--- config.mk ---
export PLATFORM = sky130hd
export DESIGN_NAME = mem_port_arbiter
export DESIGN_NICKNAME = d
export VERILOG_FILES = /design/src/rtl/mem_pkg.sv /design/src/rtl/mem_latency_timer.sv /design/src/rtl/mem_port_arbiter.sv
export SDC_FILE = /design/constraint.sdc
export NUM_CORES = 1
export LEC_CHECK = 0
export CORE_MARGIN = 2
export CORE_UTILIZATION = 45
export CTS_BUF_LIST = sky130_fd_sc_hd__clkbuf_8
export DETAILED_ROUTE_END_ITERATION = 7
export PLACE_DENSITY = 0.82
export SLEW_MARGIN = 40
export SYNTH_ARGS = -nofsm -noshare
export SYNTH_HDL_FRONTEND = slang
export SYNTH_SLANG_ARGS = --single-unit
--- constraint.sdc ---
create_clock -name Clk -period 3.93 [get_ports Clk]
set_clock_uncertainty 0.15 [all_clocks]
set_input_delay 0.786 -clock Clk [delete_from_list [all_inputs] [get_ports Clk]]
set_output_delay 0.786 -clock Clk [all_outputs]
set_load 0.1 [all_outputs]
--- src/rtl/mem_pkg.sv ---
// Shared definitions for the memory port arbiter, cache controllers and memory model.
package mem_pkg;

  typedef enum logic [1:0] {
    IDLE  = 2'd0,
    I_ACC = 2'd1,
    D_ACC = 2'd2
  } arb_state_t;

  localparam int DEFAULT_MEM_LATENCY = 6;
  localparam int LINE_WORDS          = 4;

  // Wide enough for the largest legal latency load value (15 - 1).
  localparam int TIMER_W = 4;

  function automatic logic [TIMER_W-1:0] latencyLoad(input int latency);
    return TIMER_W'(latency - 1);
  endfunction

endpackage

--- src/rtl/mem_latency_timer.sv ---
// Load/decrement down-counter with terminal-count flag; times one memory access.
module mem_latency_timer
  import mem_pkg::*;
#(
  parameter int W = TIMER_W
) (
  input  logic         Clk,
  input  logic         Reset,
  input  logic         load,
  input  logic [W-1:0] loadValue,
  input  logic         dec,
  output logic         zero
);

  logic [W-1:0] count;

  // Holds at zero rather than wrapping so a late decrement is harmless.
  always_ff @(posedge Clk) begin
    if (Reset) begin
      count <= '0;
    end else if (load) begin
      count <= loadValue;
    end else if (dec && (count != '0)) begin
      count <= count - 1'b1;
    end
  end

  assign zero = (count == '0);

endmodule

--- src/rtl/mem_port_arbiter.sv ---
// Shares the single fixed-latency memory port between the I-cache and D-cache miss paths
// and drives the pipeline stall vector.
//
// state | meaning
// IDLE  | port free, requests sampled every cycle
// I_ACC | I-cache line fill in flight
// D_ACC | D-cache line fill or write-through in flight
module mem_port_arbiter
  import mem_pkg::*;
#(
  parameter int ADDR_W      = 16,
  parameter int MEM_LATENCY = DEFAULT_MEM_LATENCY  // legal 2..15
) (
  input  logic              Clk,
  input  logic              Reset,
  input  logic              i_req,
  input  logic [ADDR_W-1:0] i_addr,
  output logic              i_done,
  input  logic              d_req,
  input  logic              d_we,
  input  logic [ADDR_W-1:0] d_addr,
  output logic              d_done,
  output logic              mem_read,
  output logic              mem_write,
  output logic [ADDR_W-1:0] mem_address,
  output logic              grant_d,
  output logic [1:0]        cacheStall,
  output logic [15:0]       num_mem_access
);

  arb_state_t state;
  logic       lastD;
  logic       anyReq;
  logic       pickD;
  logic       inAcc;
  logic       timerLoad;
  logic       timerZero;

  assign anyReq    = i_req || d_req;
  // On a tie the side not served last wins; a lone request always wins.
  assign pickD     = d_req && (!i_req || !lastD);
  assign inAcc     = (state == I_ACC) || (state == D_ACC);
  assign timerLoad = (state == IDLE) && anyReq;

  mem_latency_timer #(
    .W(TIMER_W)
  ) u_timer (
    .Clk      (Clk),
    .Reset    (Reset),
    .load     (timerLoad),
    .loadValue(latencyLoad(MEM_LATENCY)),
    .dec      (inAcc),
    .zero     (timerZero)
  );

  assign i_done = (state == I_ACC) && timerZero;
  assign d_done = (state == D_ACC) && timerZero;

  // Both bits fall in the done cycle so the pipeline advances on that edge.
  assign cacheStall[1] = d_req && !d_done;
  assign cacheStall[0] = i_req && !i_done && !cacheStall[1];

  always_ff @(posedge Clk) begin
    if (Reset) begin
      state          <= IDLE;
      lastD          <= 1'b0;
      mem_read       <= 1'b0;
      mem_write      <= 1'b0;
      mem_address    <= '0;
      grant_d        <= 1'b0;
      num_mem_access <= '0;
    end else begin
      case (state)
        IDLE: begin
          if (anyReq) begin
            state       <= pickD ? D_ACC : I_ACC;
            mem_address <= pickD ? d_addr : i_addr;
            mem_read    <= !(pickD && d_we);
            mem_write   <= pickD && d_we;
            grant_d     <= pickD;
            lastD       <= pickD;
          end
        end
        I_ACC, D_ACC: begin
          if (timerZero) begin
            state          <= IDLE;
            mem_read       <= 1'b0;
            mem_write      <= 1'b0;
            grant_d        <= 1'b0;
            num_mem_access <= num_mem_access + 16'd1;
          end
        end
        default: begin
          state <= IDLE;
        end
      endcase
    end
  end

endmodule

==> metrics.md <==
| Metric | Value |
|---|---|
| Commonest non-fill, non-tap cell in the layout | dfxtp_1 |
| First-pass GRT wire length | 7090 µm |
| Comb pwr share | 0.442 |
| Hold_buf cts | 0 |
| Reg2Reg Depth | 6 |
| Reg power frac | 0.340 |
| Initial antenna violation count | 0 |
| Tightest Pin Transition | 0.626 ns |
| Psw | 0.673 mW |
| CTS max path bufs | 2 |
| Final core occ | 0.623 |
| R2R setup slack | 1.62 ns |
| Achievable clock frequency | 0.342 GHz |
| Gp weighted congestion | 0.753 |
| Die area | 4990 µm² |
| Most used flip-flop cell after synthesis | dfxtp_1 |
| CTS clk-pin slew, worst paths | 0.08 ns |
| Hold Vio Cnt, Final | 0 |
| Sink Count | 42 |
| EDFF count, synth | 0 |
| Initial DRC Count | 57 |
| Worst-path fanout max | 3 |
| RSZ-0062 raised after global routing | false |
| Antenna fix cells | 0 |
| Root buf cell | clkbuf_8 |
| Final worst hold slack | 0.312 ns |
| Final min period | 2.93 ns |
| Max_cap viols | 0 |
| Status | finished clean |
| Nets | 330 |
| Yosys cell types | 40 |
| DR vias | 1787 |
| Port buffer count | 75 |
| Chip height | 70.6 µm |
| Syn Area/Cell | 9.16 µm² |
| Crit path to | cacheStall[0] |
| Total track usage | 0.175 |
| Internal power | 0.826 mW |
| Switch share | 0.449 |
| Reg-to-reg startpoint | state[0] |
| Final setup violation count | 0 |
| Final-report max-slew violation count | 0 |
| Syn nets | 261 |
| Leakage power | 1.15 nW |
| Dpl hpwl | 3060 µm |
| Power per cell area | 557 nW/µm² |
| DIE WIDTH | 70.6 µm |
| Yosys top cell area share | 0.421 |
| Synth Register Bits | 42 |
| Top post-synthesis cells by area | dfxtp_1 42%, mux2i_1 8.5%, a211oi_1 6.4%, nor2_1 6.0%, xor2_1 4.8% |
| Largest net degree at the start of global routing | 36 |
| Most frequent cells in the layout | 42 x dfxtp_1, 36 x clkdlybuf4s50_1, 35 x buf_2 |
| Std-Cell Rows | 24 |
| Worst vdd ir | 0.336 mV |
| ANT nets after route | 0 |
| Slew headroom | 0.582 |
| Fraction of layout instances using a drive strength above 1 | 0.208 |
| Worst EP required | 2.99 ns |
| Register area share after synthesis | 0.421 |
| Final Cell Area | 2690 µm² |
| Crit. Startpoint | u_timer.count[0] |
| Async set-reset flop share out of synthesis | 0 |
| Core Region | 4320 µm² |
| Htree depth | 2 |
| Kind of critical path | reg -> out |
| Placed Area | 2590 µm² |
| Cts repair resizes | 0 |
| CTS tree | built |
| DRT Pass-1 Iters | 4 |
| Post-route clock period utilization | 0.745 |
| Clock network power share | 0.218 |
| Total wire length after detailed routing | 4220 µm |
| Post-CTS Setup Inserts | 0 |
| R2r endpoint | num_mem_access[15] |
| Post-DR wirelength/cell | 12.4 µm |
| Setup crit start kind | register |
| Initial core utilization | 0.462 |
| Clk Latency, worst-skew pair | 0.29 ns |
| CTS Buf Count | 5 |
| Cells after Synth | 218 |
| Vias in the first global route | 1631 |
| WP data arrival | 1.99 ns |
| Post-synth top area cell | dfxtp_1 |
| Number of top-level pins | 76 |
| Synthesized area | 2000 µm² |
| Worst hold path type | reg -> reg |
| Setup TNS | 0 ns |
| Via density per instance | 5.26 |
| Area grow syn2layout | 34.8% |
| Grt total ovfl | 0 |
| CP endpoint kind | primary output |
| DRC Markers | 0 |
| Yosys warns | 0 |
[power groups by stage]
stage	clock (mW)	sequential, mW	combinational [mW]
final	0.327	0.510	0.663
after global routing	0.349	0.516	0.707
after CTS	0.333	0.509	0.666
after detailed placement	0	0.519	0.663
after global placement	0	0.519	0.698
after floorplan	0	0.812	0.250
[area by class of cell]
class	count	area (µm²)
Sequential cell	42	841
Fill cell	412	1630
Tap cell	52	65.1
Clock inverter	3	37.5
Timing Repair Buffer	78	588
Clock buffer	5	68.8
Multi-Input combinational cell	155	1070
Inverter	5	18.8
[worst min-delay path by stage]
stage,from,to,slack [ns],cells after the start
finish,mem_write,mem_write,0.31,2
global route,mem_write,mem_write,0.33,2
CTS,mem_write,mem_write,0.31,2
detailed placement,mem_write,mem_write,0.30,2
global placement,mem_write,mem_write,0.29,2
floorplan,lastD,lastD,0.30,1
[cell families (layout without fill, tap and decap cells)]
logic type	Yosys count	in the layout	synth area share
AO/OA/AOI/OAI	42	42	0.142
buffers and inverters	21	91	0.0507
multiplexers	17	17	0.0852
XOR/XNOR	13	13	0.0570
AND/OR/NAND/NOR	77	77	0.207
adder cells (fa/ha/maj)	6	6	0.0376
flip-flops	42	42	0.421
[state kept, by name, summed over array words and instances, names as in the netlist]
signal          count
mem_address        16
mem_write           1
grant_d             1
state               2
u_timer.count       4
num_mem_access     16
lastD               1
mem_read            1
[per-stage QoR]
stage	instances	total power [mW]	setup WS [ns]
global route	340	1.57	0.845
finish	340	1.50	1.00
CTS	340	1.51	0.983
global placement	332	1.22	1.05
detailed placement	332	1.18	1.05
floorplan	218	1.06	0.377
[routing by layer]
layer  wire length, µm  GRT usage
met5                 0          0
met4                40     0.0587
met3               369     0.0698
met2              1980      0.287
met1              1830      0.211
[worst max-delay path: stages, from the launching register on]
cell	delay (ns)
dfxtp_1	0.31
inv_1	0.11
ha_1	0.19
nor3b_1	0.32
and2_2	0.23
nor2b_2	0.06
nor3b_4	0.17
buf_4	0.31
[cell usage after synthesis (5+ instances only)]
cell / number
inv_1: 5
xor2_1: 11
nor2_1: 32
clkbuf_1: 6
o21ai_0: 6
a21oi_1: 11
a211oi_1: 17
buf_2: 6
nand4_1: 7
dfxtp_1: 42
nand2_1: 6
mux2i_1: 17
ha_1: 6
nand3_1: 8
Note: power is estimated with default switching activity, not from simulation.
